### src/rtl/nibble_add_pkg.sv
// nibble_add_pkg: shared constants, FSM state type and sizing helper for the
// nibble-serial adder sequencer.
//   NIBBLE_W  width of one adder slice (bits)
//   state_t   sequencer states
//   idx_w()   width of the nibble index counter for a given nibble count
package nibble_add_pkg;

  localparam int NIBBLE_W = 4;

  typedef enum logic [1:0] {
    ST_IDLE = 2'd0,
    ST_ADD  = 2'd1,
    ST_DONE = 2'd2
  } state_t;

  // A single-nibble operand still needs a 1-bit index register.
  function automatic int idx_w(input int nibbles);
    return (nibbles <= 1) ? 1 : $clog2(nibbles);
  endfunction

endpackage

### src/rtl/add4_ci.sv
// add4_ci: combinational 4-bit ripple full-adder chain with carry-in.
//   a, b  in  4  addends
//   ci    in  1  carry-in
//   s     out 4  sum
//   co    out 1  carry-out
module add4_ci
  import nibble_add_pkg::*;
(
  input  logic [NIBBLE_W-1:0] a,
  input  logic [NIBBLE_W-1:0] b,
  input  logic                ci,
  output logic [NIBBLE_W-1:0] s,
  output logic                co
);

  logic [NIBBLE_W:0] c;

  assign c[0] = ci;

  for (genvar i = 0; i < NIBBLE_W; i++) begin : g_fa
    assign s[i]   = a[i] ^ b[i] ^ c[i];
    assign c[i+1] = (a[i] & b[i]) | (c[i] & (a[i] ^ b[i]));
  end

  assign co = c[NIBBLE_W];

endmodule

### src/rtl/nibble_add_seq.sv
// nibble_add_seq: nibble-serial adder. Operands accepted over a valid/ready
// handshake are summed one nibble per clock, LSB nibble first, through a single
// add4_ci slice with the carry held in a register between slices. The result is
// offered over a second valid/ready handshake.
//
// Optional feature macro: NIBBLE_ADD_SUB_EN adds the `sub` port (A-B).
//
// Ports:
//   clk        in  1  clock, rising edge
//   rst_n      in  1  async active-low reset
//   in_valid   in  1  operands present
//   in_ready   out 1  idle, operands accepted this cycle if in_valid
//   a, b       in  W  operands (W = 4*NIBBLES)
//   sub        in  1  subtract select (NIBBLE_ADD_SUB_EN only)
//   out_valid  out 1  result available
//   out_ready  in  1  consumer takes the result
//   sum        out W  result
//   co         out 1  final carry-out (1 = no borrow when subtracting)
//
// state | meaning
// IDLE  | waiting for operands, in_ready=1
// ADD   | one nibble summed per clock, idx selects the nibble
// DONE  | result held, out_valid=1 until out_ready
module nibble_add_seq
  import nibble_add_pkg::*;
#(
  parameter int NIBBLES = 4
) (
  input  logic                          clk,
  input  logic                          rst_n,
  input  logic                          in_valid,
  output logic                          in_ready,
  input  logic [NIBBLE_W*NIBBLES-1:0]   a,
  input  logic [NIBBLE_W*NIBBLES-1:0]   b,
`ifdef NIBBLE_ADD_SUB_EN
  input  logic                          sub,
`endif
  output logic                          out_valid,
  input  logic                          out_ready,
  output logic [NIBBLE_W*NIBBLES-1:0]   sum,
  output logic                          co
);

  localparam int IW = idx_w(NIBBLES);

  state_t state_q, state_nxt;

  logic [NIBBLES-1:0][NIBBLE_W-1:0] a_q, b_q, sum_q;
  logic [IW-1:0]                    idx_q;
  logic                             carry_q;
  logic                             sub_q;

  logic [NIBBLE_W-1:0] a_nib, b_nib, b_eff, s_nib;
  logic                slice_co;
  logic                accept;
  logic                last_nib;

  assign accept   = in_valid & in_ready;
  assign last_nib = (idx_q == IW'(NIBBLES - 1));

  // FSM: state register
  always_ff @(posedge clk or negedge rst_n) begin
    if (!rst_n) state_q <= ST_IDLE;
    else        state_q <= state_nxt;
  end

  // FSM: next state
  always_comb begin
    state_nxt = state_q;
    case (state_q)
      ST_IDLE: if (in_valid)  state_nxt = ST_ADD;
      ST_ADD:  if (last_nib)  state_nxt = ST_DONE;
      ST_DONE: if (out_ready) state_nxt = ST_IDLE;
      default:                state_nxt = ST_IDLE;
    endcase
  end

  // FSM: outputs, decoded from registered state only
  always_comb begin
    in_ready  = (state_q == ST_IDLE);
    out_valid = (state_q == ST_DONE);
  end

  // Nibble select as a decoded mux so NIBBLES=1 needs no zero-width index.
  always_comb begin
    a_nib = '0;
    b_nib = '0;
    for (int i = 0; i < NIBBLES; i++) begin
      if (idx_q == IW'(i)) begin
        a_nib = a_q[i];
        b_nib = b_q[i];
      end
    end
  end

`ifdef NIBBLE_ADD_SUB_EN
  assign b_eff = sub_q ? ~b_nib : b_nib;
`else
  assign b_eff = b_nib;
`endif

  add4_ci u_slice (
    .a  (a_nib),
    .b  (b_eff),
    .ci (carry_q),
    .s  (s_nib),
    .co (slice_co)
  );

  always_ff @(posedge clk or negedge rst_n) begin
    if (!rst_n) begin
      a_q     <= '0;
      b_q     <= '0;
      sub_q   <= 1'b0;
      idx_q   <= '0;
      carry_q <= 1'b0;
      sum_q   <= '0;
    end else if (accept) begin
      a_q   <= a;
      b_q   <= b;
      idx_q <= '0;
`ifdef NIBBLE_ADD_SUB_EN
      // Subtract seeds the carry with 1 to complete the two's complement of b.
      sub_q   <= sub;
      carry_q <= sub;
`else
      sub_q   <= 1'b0;
      carry_q <= 1'b0;
`endif
    end else if (state_q == ST_ADD) begin
      for (int i = 0; i < NIBBLES; i++) begin
        if (idx_q == IW'(i)) sum_q[i] <= s_nib;
      end
      carry_q <= slice_co;
      idx_q   <= idx_q + IW'(1);
    end
  end

  assign sum = sum_q;
  assign co  = carry_q;

endmodule

### config.mk
export PLATFORM = sky130hd
export DESIGN_NAME = nibble_add_seq
export DESIGN_NICKNAME = d
export VERILOG_FILES = /design/src/rtl/nibble_add_pkg.sv /design/src/rtl/add4_ci.sv /design/src/rtl/nibble_add_seq.sv
export SDC_FILE = /design/constraint.sdc
export NUM_CORES = 1
export LEC_CHECK = 0
export BUFFER_PORTS_ARGS = -buffer_cell sky130_fd_sc_hd__buf_4
export CAP_MARGIN = 20
export CORE_MARGIN = 2
export CORE_UTILIZATION = 50
export DETAILED_ROUTE_END_ITERATION = 10
export PLACE_DENSITY = 0.81
export SKIP_CTS_REPAIR_TIMING = 1
export SYNTH_ARGS = -nofsm -noshare
export SYNTH_HDL_FRONTEND = slang
export SYNTH_SLANG_ARGS = --single-unit
### constraint.sdc
create_clock -name clk -period 3.5 [get_ports clk]
set_input_delay 0.525 -clock clk [delete_from_list [all_inputs] [get_ports clk]]
set_output_delay 0.525 -clock clk [all_outputs]
set_load 0.01 [all_outputs]
==> flow_summary.toml, run 1 <==
[yosys]
synth_edf_count = 0
synth_fp_nets = 223
yosysUniqueCellTypes = 21
yosys_warnings = 0
synthArstFlopShare_pct = 100
synth_cells = 179
netlist_area_um2 = 2520
seq_area_frac_synth_pct = 52.6
synth_top_area_cell = "dfrtp_1"
ys_top_cells_by_count = "dfrtp_1 (53), mux2_4 (26), mux2_2 (18), nand2_1 (17), nand3b_1 (11)"
ys_top_cells_by_area = "dfrtp_1 (53%), mux2_4 (15%), mux2_2 (8.0%)"
synth_seq_cells = 53
yosysMostFrequentCell = "dfrtp_1"
ys.flop_type = "dfrtp_1"
synth.avg_cell_area_um2 = 14.1
netlist.area_leader.share_pct = 52.6

[hold_path]
hp-class = "input pin to asynchronous set/reset pin"

[die]
io_pins = 55
initial_core_util_pct = 52.7
fp.dieH_um = 75.0
rows = 25
fp.dieW_um = 75.0
fp.dieArea_um2 = 5620
core-area_um2 = 4790

[global_routing]
grt_pass1_vias = 1606
grt_max_degree = 54
antenna_found_initial = 0
met2_usage_pct = 28.9
grt_usage_pct = 18.2
use_met3_pct = 4.28
grt_pass1_wl_um = 7720
use_met1_pct = 25.2
grt-ovfl-total = 0
busiest_layer = "met2"

[worst_setup_path]
ff2ff_path_depth = 9
critPathLaunchType = "flop"
cp.buffers_inverters = 1
cp_data_required_time_ns = 3.69
r2r_end = "sum[15]$_DFFE_PN0P_"
r2r_slack_ns = 0.22
worst-setup-path-type = "flop to flop"
cp_slowest_stage_delay_ns = 0.51
path_common_cell = "fa_1"
critPathSlowestCell = "fa_1"
reg2reg_from = "idx_q[0]$_DFFE_PN0P_"
critPathMaxFanout = 8
crit_path_end_kind = "flop"
crit_family = "adder cells"
critPathArrivalTime_ns = 3.47
path_cells = "ha_1, nand2b_1, o221ai_1, fa_1, inv_1, fa_1, fa_1, fa_1, mux2_2"

[sta]
slew_headroom_pct = 56.9
fin_skew_ns = 0.0104
min_period_over_period_pct = 93.7
fmax_ghz = 0.305
tightestPinTransition_ns = 0.646
fin_hold_ws_ns = 0.245
setup_slack_ns = 0.220
rsz0062_at_grt = "false"
timing.final.hold_violations = 0
finalSetupViolCount = 0
period_needed_ns = 3.28
fin_setup_tns_ns = 0
drv_slew = 0

[clock_tree]
cts_buffer_depth = 2
root_buffer = "clkbuf_8"
htreeDepth = 2
cts_sinks = 53
cts_buffers = 5
cts_tree = "done"
clk_pin_slew_worst_paths_ns = 0.09
insertion_delay_ns = 0.31

[placed_design]
io_buffers = 54
place.gp.congestion = 0.785
place_inst = 293
dp_hpwl_um = 3490
place_ws_ns = 0.0968

[power_and_ir_drop]
ir_drop_mv = 0.505
p_comb_share_pct = 52.7
p_seq_share_pct = 36.6
p_leak_uw = 0.00141
switching_share_pct = 37.3
power.switching_uw = 1180
internal-power_uw = 1980
powerDensity_nw_per_um2 = 1050
clkPwrFrac_pct = 10.7

[route]
finalWirelength_um = 4630
wl_per_cell_um = 15.4
vias_per_cell = 5.25
dr_total_vias = 1579
route.detailed.drc = 0
drt_iter0_drc = 89
drt_first_pass_iters = 4
ant_nets = 0

[final_layout]
diodes = 0
area_delta_synth_final_pct = 19.6
num-nets-final = 277
drive_above_1_share_pct = 46.6
stdcell_count = 301

[run_status]
status = "finished, final reports clean"

[flow_run]
drv_cap = 0
## registers in the layout, summed over array words and instances (netlist names)
| name | count |
|---|---|
| a_q | 16 |
| b_q | 16 |
| sum | 16 |
| idx_q | 2 |
| state_q | 2 |
| co | 1 |
## layer usage
metal | vias to the layer above | part of all wire (%)
li1 | 741 | -
met1 | 791 | 46
met2 | 41 | 48
met3 | 6 | 4.6
met4 | 0 | 0.93
met5 | - | 0
## final cells by class
class / count / area (um2)
fill: 397 / 1770
sequential: 53 / 1330
multi-input combinational: 111 / 1080
timing repair buffer: 55 / 413
tap: 67 / 83.8
clock buffer: 6 / 72.6
inverter: 7 / 26.3
clock inverter: 2 / 13.8
## how the worst max path moves through the flow
| stage | startpoint | endpoint | slack [ns] | cells past startpoint |
|---|---|---|---|---|
| after global routing | idx_q[1]$_DFFE_PN0P_ | sum[15]$_DFFE_PN0P_ | 0.07 | 10 |
| final | idx_q[0]$_DFFE_PN0P_ | sum[15]$_DFFE_PN0P_ | 0.22 | 9 |
| after global placement | idx_q[0]$_DFFE_PN0P_ | sum[11]$_DFFE_PN0P_ | 0.26 | 11 |
| after floorplan | idx_q[0]$_DFFE_PN0P_ | sum[15]$_DFFE_PN0P_ | 0.45 | 11 |
| after CTS | idx_q[0]$_DFFE_PN0P_ | sum[15]$_DFFE_PN0P_ | 0.08 | 11 |
| after detailed placement | idx_q[0]$_DFFE_PN0P_ | sum[15]$_DFFE_PN0P_ | 0.1 | 11 |
## metrics by stage
step	power [uW]	instance area, um2	utilization [%]
after CTS	3190	3010	62.9
after global placement	2780	2930	61.1
after global routing	3420	3010	63.0
final	3160	3010	63.0
after detailed placement	2850	2930	61.1
after floorplan	2370	2520	-
## cells in the final DEF, fill, tap and decap left out
master    count
ha_1          4
nand2b_1      3
clkinv_2      1
clkbuf_1      1
dfrtp_1      53
inv_6         1
o211ai_1      2
nor3b_4       1
nor2_1        1
inv_1         7
nand3b_1     11
fa_1          4
o22ai_1       8
and2b_2       1
a31oi_1       6
nor2_2        1
buf_4        55
nand2_1      17
o21bai_1      1
mux2_4       26
mux2_2       18
clkbuf_8      5
o221ai_1      2
o21ai_0       5
## power groups by stage
stage	Clock [uW]	Sequential, uW	Combinational [uW]
6_report	339	1160	1670
3_5_place_dp	0	1170	1680
3_3_place_gp	0	1160	1620
4_1_cts	347	1160	1680
5_1_grt	368	1190	1860
2_1_floorplan	0	1130	1240
## logic make-up (layout without fill, tap and decap cells)
logic type	after synthesis	after routing	synth area share, %
adders and majority gates	8	8	5.16
buffers and inverters	15	70	4.92
and+or+nand+nor	35	35	7.70
DFF	53	53	52.6
AOI/OAI and AO/OA	24	24	6.06
muxes	44	44	23.5
Note: power is estimated with default switching activity, not from simulation.
==> inputs of run 2 (changes only) <==
ABC_AREA = 1   (was unset)
CORE_MARGIN = unset   (was 2)
==> run 2 against run 1 <==
Effect of this change: first-iteration DRC count down 15%; count of clock-buffer cells in the layout up 1; register-to-register slack better by 0.06 ns; design area up 0.71%; critical endpoint unchanged; highest routed layer unchanged.
==> flow_summary.toml, run 2 <==
[route]
drt_first_pass_iters = 4
drt_iter0_drc = 76
dr_total_vias = 2051
route.detailed.drc = 0
wl_per_cell_um = 12.5
vias_per_cell = 4.95
finalWirelength_um = 5160
ant_nets = 0

[run_status]
status = "finished, final reports clean"

[final_layout]
diodes = 0
area_delta_synth_final_pct = 22.0
layout_commonest_cell = "nand2_1"
num-nets-final = 390
drive_above_1_share_pct = 21.0
fin_area_um2 = 3040
final_cell_mix = "nand2_1 (108), buf_4 (57), dfrtp_1 (53), nand3_1 (33), o21ai_0 (19)"

[clock_tree]
root_buffer = "clkbuf_8"
cts_buffers = 5
clk_pin_slew_worst_paths_ns = 0.09
cts_sinks = 53
htreeDepth = 2
cts_buffer_depth = 2
insertion_delay_ns = 0.31
cts_tree = "done"

[worst_setup_path]
critPathLaunch = "idx_q[0]$_DFFE_PN0P_"
r2r_end = "sum[15]$_DFFE_PN0P_"
critPathArrivalTime_ns = 3.45
critPathLaunchType = "flop"
cp.depth = 13
worst-setup-path-type = "flop to flop"
crit_family = "adder cells"
critPathMaxFanout = 7
crit_path_end_kind = "flop"
r2r_slack_ns = 0.28
cp_slowest_stage_delay_ns = 0.48
reg2reg_from = "idx_q[0]$_DFFE_PN0P_"
cp.buffers_inverters = 4
ff2ff_path_depth = 13
critPathSlowestCell = "fa_1"
path_cells = "inv_1, ha_1, inv_1, nor2_1, nor2_1, a21boi_0, fa_1, inv_1, fa_1, fa_1, fa_1, inv_1, o21ai_0"
crit_end = "sum[15]$_DFFE_PN0P_"
cp_data_required_time_ns = 3.73

[die]
initial_core_util_pct = 52.3
fp.dieH_um = 72.5
core-area_um2 = 4750
fp.dieArea_um2 = 5260
io_pins = 55
rows = 25
fp.dieW_um = 72.5

[sta]
period_needed_ns = 3.22
fmax_ghz = 0.310
slew_headroom_pct = 57.3
min_period_over_period_pct = 92.0
setup_slack_ns = 0.278
finalSetupViolCount = 0
tightestPinTransition_ns = 0.640
fin_setup_tns_ns = 0
timing.final.hold_violations = 0
fin_hold_ws_ns = 0.236
rsz0062_at_grt = "false"
fin_skew_ns = 0.00235
drv_slew = 0

[global_routing]
grt_pass1_vias = 1941
grt_max_degree = 54
grt_pass1_wl_um = 8830
antenna_found_initial = 0
grt_usage_pct = 22.2
grt-ovfl-total = 0

[placed_design]
dp_hpwl_um = 3810
place_ws_ns = 0.235
place_area_um2 = 2900
place.gp.congestion = 0.914
io_buffers = 54

[yosys]
synth_cells = 295
synth_fp_nets = 339
netlist.area_leader.share_pct = 53.3
yosys_warnings = 0
yosysMostFrequentCell = "nand2_1"
yosysUniqueCellTypes = 18
netlist_area_um2 = 2490
ys_top_cells_by_area = "dfrtp_1 (53%), nand2_1 (16%), nand3_1 (6.6%)"
synth_top_area_cell = "dfrtp_1"
ys.flop_type = "dfrtp_1"
synth_seq_cells = 53
synthArstFlopShare_pct = 100
synth.avg_cell_area_um2 = 8.43
ys_top_cells_by_count = "nand2_1 (108), dfrtp_1 (53), nand3_1 (33), o21ai_0 (19)"
synth_edf_count = 0
seq_area_frac_synth_pct = 53.3

[flow_run]
drv_cap = 0

[hold_path]
hp-class = "input pin to asynchronous set/reset pin"

[power_and_ir_drop]
fin_total_pwr_uw = 2900
p_leak_uw = 0.00163
powerDensity_nw_per_um2 = 956
ir_drop_mv = 0.407
[run 2: cell families (layout without fill, tap and decap cells)]
kind of cell | count (synthesis) | in the layout | share of synthesized area (%)
adders and majority gates | 8 | 8 | 5.23
buffers and inverters | 32 | 84 | 6.59
AOI/OAI and AO/OA | 38 | 38 | 7.85
and+or+nand+nor | 164 | 164 | 27.0
DFF | 53 | 53 | 53.3
[run 2: area by class of cell]
class / count / area, um2
Multi-Input combinational cell: 210 / 1000
Tap cell: 67 / 83.8
Sequential cell: 53 / 1330
Clock inverter: 1 / 5.00
Fill cell: 443 / 1720
Inverter: 18 / 68.8
Clock buffer: 7 / 96.3
Timing Repair Buffer: 58 / 455
[run 2: metal layers]
layer / global-route usage (%) / up-vias / share of wire (%)
li1: - / 1036 / -
met1: 28.6 / 961 / 46
met2: 37.2 / 48 / 49
met3: 5.14 / 6 / 3.6
met4: 7.19 / 0 / 1.3
met5: 0 / - / 0
[run 2: how the worst min path moves through the flow]
stage / cells after the start / slack, ns / from / to
6_report: 1 / 0.24 / rst_n / sum[14]$_DFFE_PN0P_
5_1_grt: 1 / 0.29 / rst_n / sum[14]$_DFFE_PN0P_
3_3_place_gp: 2 / 0.46 / a_q[5]$_DFFE_PN0P_ / a_q[5]$_DFFE_PN0P_
4_1_cts: 1 / 0.26 / rst_n / sum[13]$_DFFE_PN0P_
2_1_floorplan: 0 / 0.23 / rst_n / a_q[0]$_DFFE_PN0P_
3_5_place_dp: 2 / 0.46 / b_q[8]$_DFFE_PN0P_ / b_q[8]$_DFFE_PN0P_
[run 2: stage by stage]
stage,util [%],instances
after global placement,61.1,405
after floorplan,-,295
final,63.8,414
after CTS,63.2,413
after global routing,63.8,414
after detailed placement,61.1,405
[run 2: report_power, final]
part           internal (uW)  switching (uW)  leakage (uW)
clock network            179             197     0.0000542
logic                    556             899      0.000920
registers                904             168      0.000654
total                   1640            1260       0.00163
